**src/rtl/t5_hart.sv**
```systemverilog
// t5 barrel-core hart scheduler: per-hart PC/state array with round-robin issue to fetch.
// Define T5_HART_PRIO_EN to replace round-robin with fixed lowest-hart-first priority.
module t5_hart #(
  parameter int              HLEN  = 2,
  parameter int              XLEN  = 32,
  parameter logic [XLEN-1:0] RSTPC = '0
) (
  input  logic                   sclk_i,
  input  logic                   srst_i,
  input  logic                   sena_i,
  input  logic [(2**HLEN)-1:0]   hena_i,
  input  logic                   xupd_i,
  input  logic [HLEN-1:0]        xhart_i,
  input  logic [XLEN-1:0]        xpc_i,
  input  logic                   xbra_i,
  input  logic [XLEN-1:0]        xbpc_i,
  input  logic                   xmem_i,
  input  logic                   dwb_ack_i,
  output logic                   fvld_o,
  output logic [HLEN-1:0]        fhart_o,
  output logic [XLEN-1:0]        fpc_o,
  output logic [2*(2**HLEN)-1:0] hsta_o
);

  localparam int NH = 2**HLEN;

  typedef enum logic [1:0] {
    ST_OFF  = 2'd0,
    ST_RDY  = 2'd1,
    ST_FLY  = 2'd2,
    ST_WAIT = 2'd3
  } hstate_e;

  hstate_e           state_q [NH];
  hstate_e           state_d [NH];
  logic [XLEN-1:0]   pc_q    [NH];
  logic [XLEN-1:0]   pc_d    [NH];
  logic [HLEN-1:0]   mhart_q;
  logic [HLEN-1:0]   mhart_d;
  logic              fvld_q;
  logic [HLEN-1:0]   fhart_q;
  logic [XLEN-1:0]   fpc_q;
`ifndef T5_HART_PRIO_EN
  logic [HLEN-1:0]   ptr_q;
`endif

  logic [NH-1:0]     elig;
  logic              sel_vld;
  logic [HLEN-1:0]   sel_hart;

  // A RDY hart whose enable has dropped is leaving this cycle, so it never competes.
  always_comb begin
    elig = '0;
    for (int h = 0; h < NH; h++) begin
      elig[h] = (state_q[h] == ST_RDY) && hena_i[h];
    end
  end

  // Scan in reverse so the last hit written is the first hart in priority order.
  always_comb begin
    sel_vld  = 1'b0;
    sel_hart = '0;
`ifdef T5_HART_PRIO_EN
    for (int i = NH - 1; i >= 0; i--) begin
      if (elig[i]) begin
        sel_vld  = 1'b1;
        sel_hart = HLEN'(i);
      end
    end
`else
    for (int i = NH; i >= 1; i--) begin
      if (elig[ptr_q + HLEN'(i)]) begin
        sel_vld  = 1'b1;
        sel_hart = ptr_q + HLEN'(i);
      end
    end
`endif
  end

  always_comb begin
    mhart_d = mhart_q;
    for (int h = 0; h < NH; h++) begin
      state_d[h] = state_q[h];
      pc_d[h]    = pc_q[h];
    end
    if (sena_i) begin
      for (int h = 0; h < NH; h++) begin
        case (state_q[h])
          ST_OFF: begin
            if (hena_i[h]) begin
              state_d[h] = ST_RDY;
              pc_d[h]    = RSTPC;
            end
          end
          ST_RDY: begin
            if (sel_vld && (sel_hart == HLEN'(h))) begin
              state_d[h] = ST_FLY;
            end else if (!hena_i[h]) begin
              state_d[h] = ST_OFF;
            end
          end
          ST_FLY: begin
            if (xupd_i && (xhart_i == HLEN'(h))) begin
              pc_d[h] = xbra_i ? xbpc_i : (xpc_i + XLEN'(4));
              if (xmem_i) begin
                state_d[h] = ST_WAIT;
                mhart_d    = HLEN'(h);
              end else begin
                state_d[h] = ST_RDY;
              end
            end
          end
          ST_WAIT: begin
            if (dwb_ack_i && (mhart_q == HLEN'(h))) begin
              state_d[h] = ST_RDY;
            end
          end
          default: state_d[h] = ST_OFF;
        endcase
      end
    end
  end

  always_ff @(posedge sclk_i or posedge srst_i) begin
    if (srst_i) begin
      for (int h = 0; h < NH; h++) begin
        state_q[h] <= ST_OFF;
        pc_q[h]    <= RSTPC;
      end
      mhart_q <= '0;
      fvld_q  <= 1'b0;
      fhart_q <= '0;
      fpc_q   <= '0;
`ifndef T5_HART_PRIO_EN
      ptr_q   <= HLEN'(NH - 1);
`endif
    end else begin
      for (int h = 0; h < NH; h++) begin
        state_q[h] <= state_d[h];
        pc_q[h]    <= pc_d[h];
      end
      mhart_q <= mhart_d;
      if (sena_i) begin
        fvld_q <= sel_vld;
        if (sel_vld) begin
          fhart_q <= sel_hart;
          fpc_q   <= pc_q[sel_hart];
`ifndef T5_HART_PRIO_EN
          ptr_q   <= sel_hart;
`endif
        end
      end
    end
  end

  always_comb begin
    hsta_o = '0;
    for (int h = 0; h < NH; h++) begin
      hsta_o[2*h +: 2] = state_q[h];
    end
  end

  assign fvld_o  = fvld_q;
  assign fhart_o = fhart_q;
  assign fpc_o   = fpc_q;

endmodule
```
**config.mk**
```make
export PLATFORM = sky130hd
export DESIGN_NAME = t5_hart
export DESIGN_NICKNAME = d
export VERILOG_FILES = /design/src/rtl/t5_hart.sv
export SDC_FILE = /design/constraint.sdc
export NUM_CORES = 1
export LEC_CHECK = 0
export ABC_AREA = 1
export CAP_MARGIN = 10
export CORE_ASPECT_RATIO = 1.4
export CORE_MARGIN = 5
export CORE_UTILIZATION = 50
export DETAILED_ROUTE_END_ITERATION = 12
export PLACE_DENSITY = 0.73
export SKIP_CTS_REPAIR_TIMING = 1
export SYNTH_ARGS = -nofsm -noshare
export SYNTH_HDL_FRONTEND = slang
export SYNTH_SLANG_ARGS = --single-unit
export TNS_END_PERCENT = 50
```
**constraint.sdc**
```tcl
create_clock -name sclk_i -period 13.5 [get_ports sclk_i]
set_clock_uncertainty 0.15 [all_clocks]
set_input_delay 2.025 -clock sclk_i [delete_from_list [all_inputs] [get_ports sclk_i]]
set_output_delay 2.025 -clock sclk_i [all_outputs]
set_load 0.01 [all_outputs]
```
==> reports/results.md <==
| Metric | Value | Unit |
| --- | --- | --- |
| Max transition margin | 17.5 | % |
| Total number of clock tree sinks | 175 | - |
| Antenna diode instance count | 0 | - |
| Share of final-layout standard cells stronger than drive strength 1 | 7.72 | % |
| Total Die Area | 22800 | um2 |
| Endpoint class of the critical path | register | - |
| DR WL/cell | 17.6 | um |
| Post-route clock period utilization | 38.1 | % |
| Final count of hold timing violations | 0 | - |
| Count of mapped cells out of synthesis | 1328 | - |
| Final Power | 2.77 | mW |
| Post-Layout Inst Area | 11700 | um2 |
| Post-route minimum period | 5.14 | ns |
| Worst Path Class, Setup | in2reg | - |
| Synth-to-layout area growth | 18.5 | % |
| Ports placed on the boundary | 120 | - |
| Leading cell type in the layout, fill and taps excluded | sky130_fd_sc_hd__nand2_1 | - |
| Depth of the CTS H-tree | 4 | - |
| Detailed Routing Iterations Pass 1 | 7 | - |
| Gr usage total | 26.9 | % |
| Portion of the post-synthesis area used by sequential elements | 44.3 | % |
| Crit path max-delay cell type | sky130_fd_sc_hd__nand2_2 | - |
| Standard cell core area | 19700 | um2 |
| Setup TNS | 0 | ns |
| PwrDens | 236 | nW/um2 |
| Top cell family by delay on the critical path | simple AND/OR/NAND/NOR gates | - |
| Worst-Skew Late Latency | 0.43 | ns |
| WP buf/inv | 3 | - |
| Worst setup margin | 8.36 | ns |
| Element type at the critical path start | primary input | - |
| Cell Chain, Critical Path | clkdlybuf4s50_1 -> nand2_1 -> nand2_1 -> nand3_1 -> nand2_1 -> inv_1 -> nand2_2 -> nand2_2 -> nand2_2 -> buf_4 -> nand2_2 -> nand2_1 -> nand2_1 -> nand2_1 -> o21ai_0 | - |
| Critical path's largest stage delay | 0.77 | ns |
| Post-layout net count | 1505 | - |
| Part of the power in the clock network | 18.8 | % |
| Number of nets produced by synthesis | 1422 | - |
| DR vias | 9291 | - |
| Combinational cell fraction of total power | 52.5 | % |
| Pin count of the biggest net entering global routing | 81 | - |
| Remaining routing DRC violations | 0 | - |
| Leakage component of the power | 5.83 | nW |
| Via count of the first global-routing pass | 9312 | - |
| Most common cell type on the critical path | sky130_fd_sc_hd__nand2_1 | - |
| Least-Margin Pin Slew | 1.23 | ns |
| Clock transition at the register clock pins on the worst setup and hold paths after CTS | 0.07 | ns |
| Maximum ir drop on the vdd rail | 0.194 | mV |
| Switching share of power | 47.0 | % |
| Synth unique cells | 30 | - |
| Iter 0 DRT Violations | 645 | - |
| Setup repair after global routing missed its margin | false | - |
| Place WS | 8.02 | ns |
| Number of max-capacitance violations reported | 0 | - |
| Initial cell density of the core | 50.3 | % |
| Final Slew Violations | 0 | - |
| Total global routing overflow | 0 | - |
| Min-Delay Startpoint | fpc_o[14]$_DFFE_PP0P_ | - |
| Cell area after synthesis | 9900 | um2 |
| Critical path data arrival time | 5.30 | ns |
| Number of fillers in the final layout | 1847 | - |
| Cell Int Power | 1.47 | mW |
| Number of placed instances with taps included | 1644 | - |
| Routed Wire Length | 29500 | um |
| Number of input and output port buffers inserted | 119 | - |
| Final instance count without filler cells | 1676 | - |
| Mean Syn Cell Area | 7.45 | um2 |
| Number of vias per cell after detailed routing | 5.54 | - |
| R2R Path Start | ptr_q[0]$_DFFE_PP1P_ | - |
| CTS tree | yes | - |
| Count of antenna-violating nets left after detailed routing | 0 | - |
| FMAX | 0.194 | GHz |
| Weighted congestion reported at the end of routability-driven placement | 0.922 | - |
| Die span in y | 176 | um |
| Rows | 61 | - |
| Count of state elements after synthesis | 175 | - |
| Num CTS Buffers | 17 | - |
| Half-perimeter wire length after placement | 19700 | um |
| Top library cells by usage in the layout, fill and taps aside | sky130_fd_sc_hd__nand2_1 (481), sky130_fd_sc_hd__dfrtp_1 (173), sky130_fd_sc_hd__nand3_1 (149) | - |
| Number of warnings issued by yosys | 0 | - |
| Biggest fanout along the worst timing path | 65 | - |
| Switching power of the nets | 1.30 | mW |
| Clk root buf | sky130_fd_sc_hd__clkbuf_16 | - |
| Maximum buffer depth of the clock tree | 2 | - |
| Reg power frac | 28.7 | % |
| Cell area after placement | 11100 | um2 |
| Type of the tightest min-delay check | reg2reg | - |
| Die Wd | 129 | um |
| Global-route wire length before repair | 48400 | um |
| Status | completed | - |
| Critical path data required time | 13.66 | ns |
| First element of the critical path | hena_i[2] | - |
| Initial antenna violation count | 0 | - |
| Final setup viols | 0 | - |
==> worst reg2reg max path: cells and delay by family, from the launching register on <==
| kind | cells | cell delay [ns] |
|---|---|---|
| flip-flops | 1 | 0.69 |
| AO/OA/AOI/OAI | 1 | 0.10 |
| AND/OR/NAND/NOR | 10 | 1.87 |
| buffers and inverters | 3 | 0.91 |
==> power groups by stage <==
stage                     clock (mW)  sequential [mW]  combinational [mW]
after CTS                      0.525            0.792                1.45
after detailed placement           0            0.801                1.43
after floorplan                    0            0.794                1.09
after global routing           0.546            0.812                1.63
final                          0.520            0.794                1.45
after global placement             0            0.795                1.41
==> flip-flops by register name (all words and copies together), names as in the netlist <==
| name | cells |
|---|---|
| fpc_o | 32 |
| mhart_q | 2 |
| hsta_o | 8 |
| fvld_o | 1 |
| fhart_o | 2 |
| pc_q | 128 |
| ptr_q | 2 |
==> layout make-up <==
type | count | area [um2] | area share (%)
clock buffer | 19 | 443 | 3.77
multi-input combinational | 948 | 4620 | 39.4
tap | 252 | 315 | 2.69
clock inverter | 13 | 174 | 1.48
sequential | 175 | 4380 | 37.3
inverter | 139 | 527 | 4.49
timing repair buffer | 130 | 1270 | 10.9
==> path summary, 6_finish.rpt <==
kind / end / slack, ns / cells after the start
max: hsta_o[1]$_DFFE_PP0P_ / 8.36 / 15
min: fpc_o[14]$_DFFE_PP0P_ / 0.33 / 2
max reg2reg: hsta_o[1]$_DFFE_PP0P_ / 9.68 / 14
min reg2reg: fpc_o[14]$_DFFE_PP0P_ / 0.33 / 2
max in group asynchronous: pc_q[114]$_DFFE_PP0P_ / 9.34 / 4
min in group asynchronous: fhart_o[1]$_DFFE_PP0P_ / 1.80 / 2
==> per-stage QoR <==
| step | hold WS [ns] | utilization, % |
|---|---|---|
| finish | 0.330 | 59.6 |
| global placement | 0.314 | 56.5 |
| floorplan | 0.299 | - |
| detailed placement | 0.315 | 56.5 |
| CTS | 0.333 | 59.6 |
| global route | 0.353 | 59.6 |
==> layer usage <==
metal,wire length [um],GRT usage (%)
met1,11700,33.6
met2,14500,45.7
met3,2080,4.48
met4,1140,11.4
met5,0,0
==> synthesized netlist by cell type, drive strengths merged <==
cell	n	share of area [%]
ha	17	2.1
dfstp	2	0.53
xor2	7	0.62
buf	35	2.8
nor4	4	0.25
nor2	42	1.7
nor3	9	0.46
o21ai	108	5.5
nand4	5	0.32
o22ai	42	2.7
mux2i	3	0.30
nand2	487	19
dfrtp	173	44
a21oi	15	0.76
xnor2	8	0.71
nand3	192	12
clkbuf	31	1.2
or2	9	0.57
inv	139	5.3
==> logic make-up after synthesis <==
| family | synth area share [%] |
|---|---|
| and+or+nand+nor | 33.8 |
| buffers and inverters | 9.29 |
| AOI/OAI and AO/OA | 8.87 |
| DFF | 44.3 |
| xor gates and xnor gates | 1.33 |
| adders and majority gates | 2.15 |
| muxes | 0.303 |
(Power assumes the default switching activity.)
